<file path="src/rtl/i2c_cfg_slave_pkg.sv">
// Shared types and constants for the I2C configuration target.
// Latency: n/a (declarations only).
// Backpressure: n/a (no flow control; the bus master owns SCL).
package i2c_cfg_slave_pkg;

    // Protocol phases of the target, one per byte/acknowledge slot
    typedef enum logic [3:0] {
        ST_IDLE,
        ST_ADDR,
        ST_ADDR_ACK,
        ST_REG,
        ST_REG_ACK,
        ST_WDATA,
        ST_WDATA_ACK,
        ST_RDATA,
        ST_RDATA_ACK
    } state_e;

    // Register map
    localparam logic [2:0] REG_WAVE     = 3'd0;
    localparam logic [2:0] REG_FREQ0    = 3'd1;
    localparam logic [2:0] REG_FREQ1    = 3'd2;
    localparam logic [2:0] REG_FREQ2    = 3'd3;
    localparam logic [2:0] REG_FREQ3    = 3'd4;
    localparam logic [2:0] REG_PHASE_LO = 3'd5;
    localparam logic [2:0] REG_PHASE_HI = 3'd6;
    localparam logic [2:0] REG_ID       = 3'd7;

    // Defaults for the top-level parameters
    localparam logic [6:0]  DEV_ADDR_DEF  = 7'h50;
    localparam logic [7:0]  ID_VAL_DEF    = 8'hA5;
    localparam logic [31:0] FREQ_RST_DEF  = 32'd3615292;
    localparam logic [11:0] PHASE_RST_DEF = 12'd0;

    // Byte view of the register map; unused high nibbles read as zero
    function automatic logic [7:0] cfg_reg_read(
        input logic [2:0]  addr,
        input logic [3:0]  wave,
        input logic [31:0] freq,
        input logic [11:0] phase,
        input logic [7:0]  id
    );
        logic [7:0] rd;
        case (addr)
            REG_WAVE:     rd = {4'h0, wave};
            REG_FREQ0:    rd = freq[7:0];
            REG_FREQ1:    rd = freq[15:8];
            REG_FREQ2:    rd = freq[23:16];
            REG_FREQ3:    rd = freq[31:24];
            REG_PHASE_LO: rd = phase[7:0];
            REG_PHASE_HI: rd = {4'h0, phase[11:8]};
            default:      rd = id;
        endcase
        return rd;
    endfunction

endpackage

</file>
<file path="src/rtl/i2c_bus_sync.sv">
// Synchronises SCL/SDA into sys_clk and flags START, STOP and SCL edges.
// Latency: event pulses assert 2 sys_clk after the pin changes (acted on at the 3rd edge).
// Backpressure: none; pulses are single-cycle and must be consumed immediately.
module i2c_bus_sync (
    input  logic clk_i,
    input  logic rst_i,
    input  logic scl_i,
    input  logic sda_i,
    output logic sda_o,
    output logic start_o,
    output logic stop_o,
    output logic scl_rise_o,
    output logic scl_fall_o
);

    // [0],[1] form the synchroniser, [2] is the history flop for edge detection
    logic [2:0] scl_q;
    logic [2:0] sda_q;

    // Sample the pins; reset to the idle (released, high) bus level
    always_ff @(posedge clk_i or posedge rst_i) begin
        if (rst_i) begin
            scl_q <= 3'b111;
            sda_q <= 3'b111;
        end else begin
            scl_q <= {scl_q[1:0], scl_i};
            sda_q <= {sda_q[1:0], sda_i};
        end
    end

    // Bus conditions from the synchronised level and its one-cycle history
    always_comb begin
        sda_o      = sda_q[1];
        scl_rise_o = scl_q[1] & ~scl_q[2];
        scl_fall_o = ~scl_q[1] & scl_q[2];
        start_o    = scl_q[1] & scl_q[2] & sda_q[2] & ~sda_q[1];
        stop_o     = scl_q[1] & scl_q[2] & ~sda_q[2] & sda_q[1];
    end

endmodule

</file>
<file path="src/rtl/i2c_cfg_slave.sv">
// I2C target exposing an 8-byte DDS configuration map; commits shadows on STOP.
// Latency: outputs update 1 sys_clk after STOP is detected, cfg_update pulses the cycle after.
// Backpressure: none; no clock stretching, SCL must stay at or below 400 kHz.
module i2c_cfg_slave
    import i2c_cfg_slave_pkg::*;
#(
    parameter logic [6:0]  DEV_ADDR  = DEV_ADDR_DEF,
    parameter logic [31:0] FREQ_RST  = FREQ_RST_DEF,
    parameter logic [11:0] PHASE_RST = PHASE_RST_DEF,
    parameter logic [7:0]  ID_VAL    = ID_VAL_DEF
) (
    input  logic        sys_clk,
    input  logic        sys_rst,
    input  logic        i2c_scl,
    input  logic        i2c_sda_i,
    output logic        i2c_sda_oe,
    output logic [3:0]  wave_select,
    output logic [31:0] freq_ctrl,
    output logic [11:0] phase_ctrl,
    output logic        cfg_update
);

    logic sda_s, start_p, stop_p, rise_p, fall_p;

    i2c_bus_sync u_sync (
        .clk_i      (sys_clk),
        .rst_i      (sys_rst),
        .scl_i      (i2c_scl),
        .sda_i      (i2c_sda_i),
        .sda_o      (sda_s),
        .start_o    (start_p),
        .stop_o     (stop_p),
        .scl_rise_o (rise_p),
        .scl_fall_o (fall_p)
    );

    state_e      state_q, state_d;
    logic [3:0]  cnt_q, cnt_d;
    logic [7:0]  shift_q, shift_d;
    logic [2:0]  ptr_q, ptr_d;
    logic        oe_q, oe_d;
    logic        ack_q, ack_d;
    logic        dirty_q, dirty_d;
    logic [3:0]  sh_wave_q, sh_wave_d;
    logic [31:0] sh_freq_q, sh_freq_d;
    logic [11:0] sh_phase_q, sh_phase_d;
    logic [3:0]  wave_q, wave_d;
    logic [31:0] freq_q, freq_d;
    logic [11:0] phase_q, phase_d;
    logic        commit_q, commit_d;
    logic        upd_q, upd_d;
    logic [7:0]  rd_cur, rd_nxt;

    // Read data for the current pointer and for the pointer after an ACKed read
    assign rd_cur = cfg_reg_read(ptr_q, sh_wave_q, sh_freq_q, sh_phase_q, ID_VAL);
    assign rd_nxt = cfg_reg_read(ptr_q + 3'd1, sh_wave_q, sh_freq_q, sh_phase_q, ID_VAL);

    // State, shadow and committed registers; reset discards uncommitted writes
    always_ff @(posedge sys_clk or posedge sys_rst) begin
        if (sys_rst) begin
            state_q    <= ST_IDLE;
            cnt_q      <= 4'd0;
            shift_q    <= 8'd0;
            ptr_q      <= 3'd0;
            oe_q       <= 1'b0;
            ack_q      <= 1'b1;
            dirty_q    <= 1'b0;
            sh_wave_q  <= 4'd0;
            sh_freq_q  <= FREQ_RST;
            sh_phase_q <= PHASE_RST;
            wave_q     <= 4'd0;
            freq_q     <= FREQ_RST;
            phase_q    <= PHASE_RST;
            commit_q   <= 1'b0;
            upd_q      <= 1'b0;
        end else begin
            state_q    <= state_d;
            cnt_q      <= cnt_d;
            shift_q    <= shift_d;
            ptr_q      <= ptr_d;
            oe_q       <= oe_d;
            ack_q      <= ack_d;
            dirty_q    <= dirty_d;
            sh_wave_q  <= sh_wave_d;
            sh_freq_q  <= sh_freq_d;
            sh_phase_q <= sh_phase_d;
            wave_q     <= wave_d;
            freq_q     <= freq_d;
            phase_q    <= phase_d;
            commit_q   <= commit_d;
            upd_q      <= upd_d;
        end
    end

    // Protocol sequencing: bits are taken on SCL rise, SDA drive changes on SCL fall
    always_comb begin
        state_d    = state_q;
        cnt_d      = cnt_q;
        shift_d    = shift_q;
        ptr_d      = ptr_q;
        oe_d       = oe_q;
        ack_d      = ack_q;
        dirty_d    = dirty_q;
        sh_wave_d  = sh_wave_q;
        sh_freq_d  = sh_freq_q;
        sh_phase_d = sh_phase_q;
        wave_d     = wave_q;
        freq_d     = freq_q;
        phase_d    = phase_q;
        commit_d   = 1'b0;
        upd_d      = commit_q;

        if (stop_p) begin
            // STOP ends any transfer; publish shadows only if something was written
            state_d = ST_IDLE;
            cnt_d   = 4'd0;
            oe_d    = 1'b0;
            if (dirty_q) begin
                wave_d   = sh_wave_q;
                freq_d   = sh_freq_q;
                phase_d  = sh_phase_q;
                commit_d = 1'b1;
                dirty_d  = 1'b0;
            end
        end else if (start_p) begin
            // START or repeated START: restart address phase, pointer and dirty kept
            state_d = ST_ADDR;
            cnt_d   = 4'd0;
            oe_d    = 1'b0;
        end else begin
            case (state_q)
                ST_IDLE: begin
                end
                ST_ADDR: begin
                    if (rise_p && cnt_q != 4'd8) begin
                        shift_d = {shift_q[6:0], sda_s};
                        cnt_d   = cnt_q + 4'd1;
                    end else if (fall_p && cnt_q == 4'd8) begin
                        if (shift_q[7:1] == DEV_ADDR) begin
                            state_d = ST_ADDR_ACK;
                            oe_d    = 1'b1;
                        end else begin
                            state_d = ST_IDLE;
                        end
                    end
                end
                ST_ADDR_ACK: begin
                    if (fall_p) begin
                        cnt_d = 4'd0;
                        if (shift_q[0]) begin
                            state_d = ST_RDATA;
                            shift_d = rd_cur;
                            oe_d    = ~rd_cur[7];
                        end else begin
                            state_d = ST_REG;
                            oe_d    = 1'b0;
                        end
                    end
                end
                ST_REG: begin
                    if (rise_p && cnt_q != 4'd8) begin
                        shift_d = {shift_q[6:0], sda_s};
                        cnt_d   = cnt_q + 4'd1;
                    end else if (fall_p && cnt_q == 4'd8) begin
                        ptr_d   = shift_q[2:0];
                        oe_d    = 1'b1;
                        state_d = ST_REG_ACK;
                    end
                end
                ST_REG_ACK, ST_WDATA_ACK: begin
                    if (fall_p) begin
                        oe_d    = 1'b0;
                        cnt_d   = 4'd0;
                        state_d = ST_WDATA;
                    end
                end
                ST_WDATA: begin
                    if (rise_p && cnt_q != 4'd8) begin
                        shift_d = {shift_q[6:0], sda_s};
                        cnt_d   = cnt_q + 4'd1;
                    end else if (fall_p && cnt_q == 4'd8) begin
                        case (ptr_q)
                            REG_WAVE:     sh_wave_d         = shift_q[3:0];
                            REG_FREQ0:    sh_freq_d[7:0]    = shift_q;
                            REG_FREQ1:    sh_freq_d[15:8]   = shift_q;
                            REG_FREQ2:    sh_freq_d[23:16]  = shift_q;
                            REG_FREQ3:    sh_freq_d[31:24]  = shift_q;
                            REG_PHASE_LO: sh_phase_d[7:0]   = shift_q;
                            REG_PHASE_HI: sh_phase_d[11:8]  = shift_q[3:0];
                            default: begin
                            end
                        endcase
                        // The ID byte is read-only, so writing it does not dirty the map
                        if (ptr_q != REG_ID) begin
                            dirty_d = 1'b1;
                        end
                        ptr_d   = ptr_q + 3'd1;
                        oe_d    = 1'b1;
                        state_d = ST_WDATA_ACK;
                    end
                end
                ST_RDATA: begin
                    if (fall_p) begin
                        if (cnt_q == 4'd7) begin
                            oe_d    = 1'b0;
                            state_d = ST_RDATA_ACK;
                        end else begin
                            shift_d = {shift_q[6:0], 1'b0};
                            oe_d    = ~shift_q[6];
                            cnt_d   = cnt_q + 4'd1;
                        end
                    end
                end
                ST_RDATA_ACK: begin
                    if (rise_p) begin
                        ack_d = sda_s;
                    end else if (fall_p) begin
                        if (!ack_q) begin
                            ptr_d   = ptr_q + 3'd1;
                            shift_d = rd_nxt;
                            oe_d    = ~rd_nxt[7];
                            cnt_d   = 4'd0;
                            state_d = ST_RDATA;
                        end else begin
                            oe_d    = 1'b0;
                            state_d = ST_IDLE;
                        end
                    end
                end
                default: begin
                    state_d = ST_IDLE;
                    oe_d    = 1'b0;
                end
            endcase
        end
    end

    assign i2c_sda_oe  = oe_q;
    assign wave_select = wave_q;
    assign freq_ctrl   = freq_q;
    assign phase_ctrl  = phase_q;
    assign cfg_update  = upd_q;

endmodule

</file>
<file path="config.mk">
export PLATFORM = sky130hd
export DESIGN_NAME = i2c_cfg_slave
export DESIGN_NICKNAME = d
export VERILOG_FILES = /design/src/rtl/i2c_cfg_slave_pkg.sv /design/src/rtl/i2c_bus_sync.sv /design/src/rtl/i2c_cfg_slave.sv
export SDC_FILE = /design/constraint.sdc
export NUM_CORES = 1
export LEC_CHECK = 0
export ABC_AREA = 1
export CORE_UTILIZATION = 60
export CTS_BUF_LIST = sky130_fd_sc_hd__clkbuf_4
export DETAILED_ROUTE_END_ITERATION = 16
export PLACE_DENSITY_LB_ADDON = 0.05
export REMOVE_ABC_BUFFERS = 1
export SYNTH_ARGS = -nofsm -noshare
export SYNTH_HDL_FRONTEND = slang
export SYNTH_SLANG_ARGS = --single-unit
</file>
<file path="constraint.sdc">
create_clock -name sys_clk -period 5.2 [get_ports sys_clk]
set_input_delay 1.04 -clock sys_clk [delete_from_list [all_inputs] [get_ports sys_clk]]
set_output_delay 1.04 -clock sys_clk [all_outputs]
set_load 0.1 [all_outputs]
</file>
==> impl_metrics.tcl <==
set metrics [dict create \
    ctsHoldBuffers 0 \
    worstSkewPairLatency_ns 0.54 \
    leakagePower_uw 0.00365 \
    finalHoldViolations 0 \
    drv_cap 0 \
    path_class "flip-flop to primary output" \
    startpoint_type "flip-flop" \
    syn_inst 865 \
    ys.warnings.count 0 \
    path_buf_inv 1 \
    grt_first_pass_wirelength_mm 28.6 \
    initial_core_util_pct 62.4 \
    io_pins 54 \
    syn2layout_area_growth_pct 13.1 \
    htreeDepth 4 \
    synth_top_family_by_area "simple AND/OR/NAND/NOR gates" \
    die_area_um2 11200 \
    cts.sinks 126 \
    p_int_uw 1280 \
    holdWs_ns 0.367 \
    maxSlewViolCount 0 \
    postRouteAntennaNets 0 \
    end_kind "primary output" \
    synth-seq-cells 126 \
    synth_seq_area_share_pct 49.1 \
    drtPass1Iterations 5 \
    synth_top_flop_cell "dfrtp_1" \
    pwr-share-clk_pct 38.9 \
    n_fill_cell 859 \
    first_global_vias 5655 \
    yosys.area_share.adder_pct 1.35 \
    totalNegativeSetupSlack_ns 0 \
    rows 37 \
    clock_skew_ns 0.0157 \
    drt_drc_violations_left 0 \
    crit_family "buffers and inverters" \
    synth_edf_count 0 \
    max_slew.worst_pin.slew_ns 0.999 \
    synth-xor-area-share_pct 0.135 \
    p_per_area_nw_per_um2 233 \
    pre_cts_ws_ns 2.52 \
    gp_congestion 0.900 \
    cts_root_buf "clkbuf_4" \
    hold_class "flip-flop to flip-flop" \
    drt_iter0_drc 482 \
    comb_power_share_pct 3.2 \
    async_reset_ff_share_pct 100 \
    die_x_um 106 \
    synth.distinct_cells 31 \
    cp_slowest_cell "clkdlybuf4s50_1" \
    worst_slack_ns 1.95 \
    setup_viol 0 \
    status "finished clean" \
    antenna_found_initial 1 \
    vias 5911 \
    period_share_pct 62.5 \
    finalNetCount 928 \
    track_usage_pct 33.8 \
    cts_tree "yes" \
    clk_pin_slew_ns 0.12 \
    core_um2 10400 \
    required_ns 4.16 \
    clockBufferDepth 2 \
    die_h_um 106 \
    netSwitchingPower_uw 433 \
    port_buffers 53 \
    cp_slowest_stage_delay_ns 1.12 \
    switching_share_pct 25.3 \
    via_per_inst 5.54 \
    synth.avg_cell_area_um2 7.51 \
    cts_resized 0 \
    hpwlAfterDp_mm 12.7 \
    period_needed_ns 3.25 \
    avgRoutedWirePerCell_um 16.4 \
    final_cells 1067 \
    drive_gt1_share_pct 10.9 \
    p_seq_share_pct 57.9 \
    grt_setup_unrepaired "no" \
    numCtsBuffers 17 \
    irDropWorstVdd_mv 0.160 \
    yosys.area_share.simple_pct 33.7 \
    grt_max_degree 74 \
    crit_chain "clkdlybuf4s50_1" \
    cts_setup_buffers 0 \
    fmax_ghz 0.308 \
    place_inst 1034 \
    slew_headroom_pct 33.4 \
    synth_area_um2 6490 \
    synth_compound_area_share_pct 9.03 \
    grt.overflow.total 0 \
    cp.arrival_ns 2.21 \
    routed_wirelength_mm 17.5 \
    synthMuxAreaShare_pct 0 \
    crit_path_max_fanout 2 \
]
cell usage in the layout, fill, tap and decap left out, types with 3 or more instances in the layout:
| master | count |
|---|---|
| nand2_1 | 349 |
| dfrtp_1 | 95 |
| inv_1 | 69 |
| nor2_1 | 66 |
| nand3_1 | 56 |
| clkdlybuf4s50_1 | 53 |
| o21ai_0 | 52 |
| o21ai_1 | 51 |
| dfstp_2 | 31 |
| clkbuf_4 | 17 |
| a21oi_1 | 11 |
| nor2_2 | 10 |
| nor3_1 | 8 |
| ha_1 | 7 |
| nand2_4 | 6 |
| nand2_2 | 6 |
| inv_2 | 5 |
| nand4_1 | 5 |
| nor2_4 | 4 |
| clkinv_2 | 4 |
| inv_6 | 3 |
| clkinvlp_4 | 3 |
| buf_4 | 3 |
metrics by stage:
step / instance area (µm²) / utilization, % / total power (µW)
after floorplan: 6340 / - / 1050
after global placement: 7070 / 67.9 / 1060
after detailed placement: 7070 / 67.9 / 1070
after CTS: 7350 / 70.5 / 1720
after global routing: 7350 / 70.5 / 1760
final: 7350 / 70.5 / 1710
area by class of cell:
cell class | count | area, µm² | area share (%)
Sequential cell | 126 | 3190 | 43.4
Antenna cell | 1 | 2.50 | 0.0341
Clock inverter | 15 | 145 | 1.98
Inverter | 75 | 284 | 3.87
Multi-Input combinational cell | 641 | 2870 | 39.1
Clock buffer | 17 | 128 | 1.74
Timing Repair Buffer | 56 | 553 | 7.53
Tap cell | 136 | 170 | 2.32
final timing paths:
path | cells past startpoint | start | endpoint | slack (ns)
hold reg to reg | 0 | u_sync.sda_q[0] | u_sync.sda_q[1] | 0.37
hold / removal | 0 | u_sync.sda_q[0] | u_sync.sda_q[1] | 0.37
min in group asynchronous | 2 | sys_rst | sh_phase_q[11] | 1.05
setup / recovery | 1 | freq_ctrl[16] | freq_ctrl[16] | 1.95
max in group asynchronous | 3 | sys_rst | freq_ctrl[4] | 3.19
setup reg to reg | 12 | ptr_q[2] | shift_q[1] | 2.69
kinds of logic (layout without fill, tap and decap cells):
logic type	after synthesis	after routing
flops	126	126
fa+ha+maj	7	7
simple gates	517	517
compound gates	116	116
buf+inv	98	163
xor+xnor	1	1
other cells	0	1
flip-flops by register name, summed over array words and instances, names as in the netlist, 4 cells and up:
| signal | flops |
|---|---|
| sh_phase_q | 12 |
| state_q | 4 |
| freq_ctrl | 32 |
| cnt_q | 4 |
| phase_ctrl | 12 |
| shift_q | 8 |
| sh_freq_q | 32 |
| wave_select | 4 |
| sh_wave_q | 4 |
cell usage after synthesis, types with 7 or more instances:
cell type | number | area, µm²
dfrtp_1 | 95 | 2380
clkbuf_1 | 7 | 26.3
o21ai_1 | 51 | 255
a21oi_1 | 11 | 55.1
nor3_1 | 8 | 40.0
nor2_2 | 9 | 56.3
inv_1 | 70 | 263
dfstp_2 | 31 | 815
nor2_1 | 67 | 251
nand3_1 | 56 | 280
nand2_1 | 349 | 1310
o21ai_0 | 52 | 260
ha_1 | 7 | 87.6
metal layers:
metal	global-route usage, %	share of wire (%)
met5	0	0
met4	14.5	2.4
met3	8.15	7.6
met2	53.7	47
met1	44.3	43
power by group through the flow:
stage	combinational [µW]	sequential [µW]	clock, µW
2_1_floorplan	37.9	1010	0
3_3_place_gp	54.0	1010	0
3_5_place_dp	56.0	1010	0
4_1_cts	56.1	991	676
5_1_grt	63.7	992	709
6_report	55.0	991	667
(Power assumes the default switching activity.)
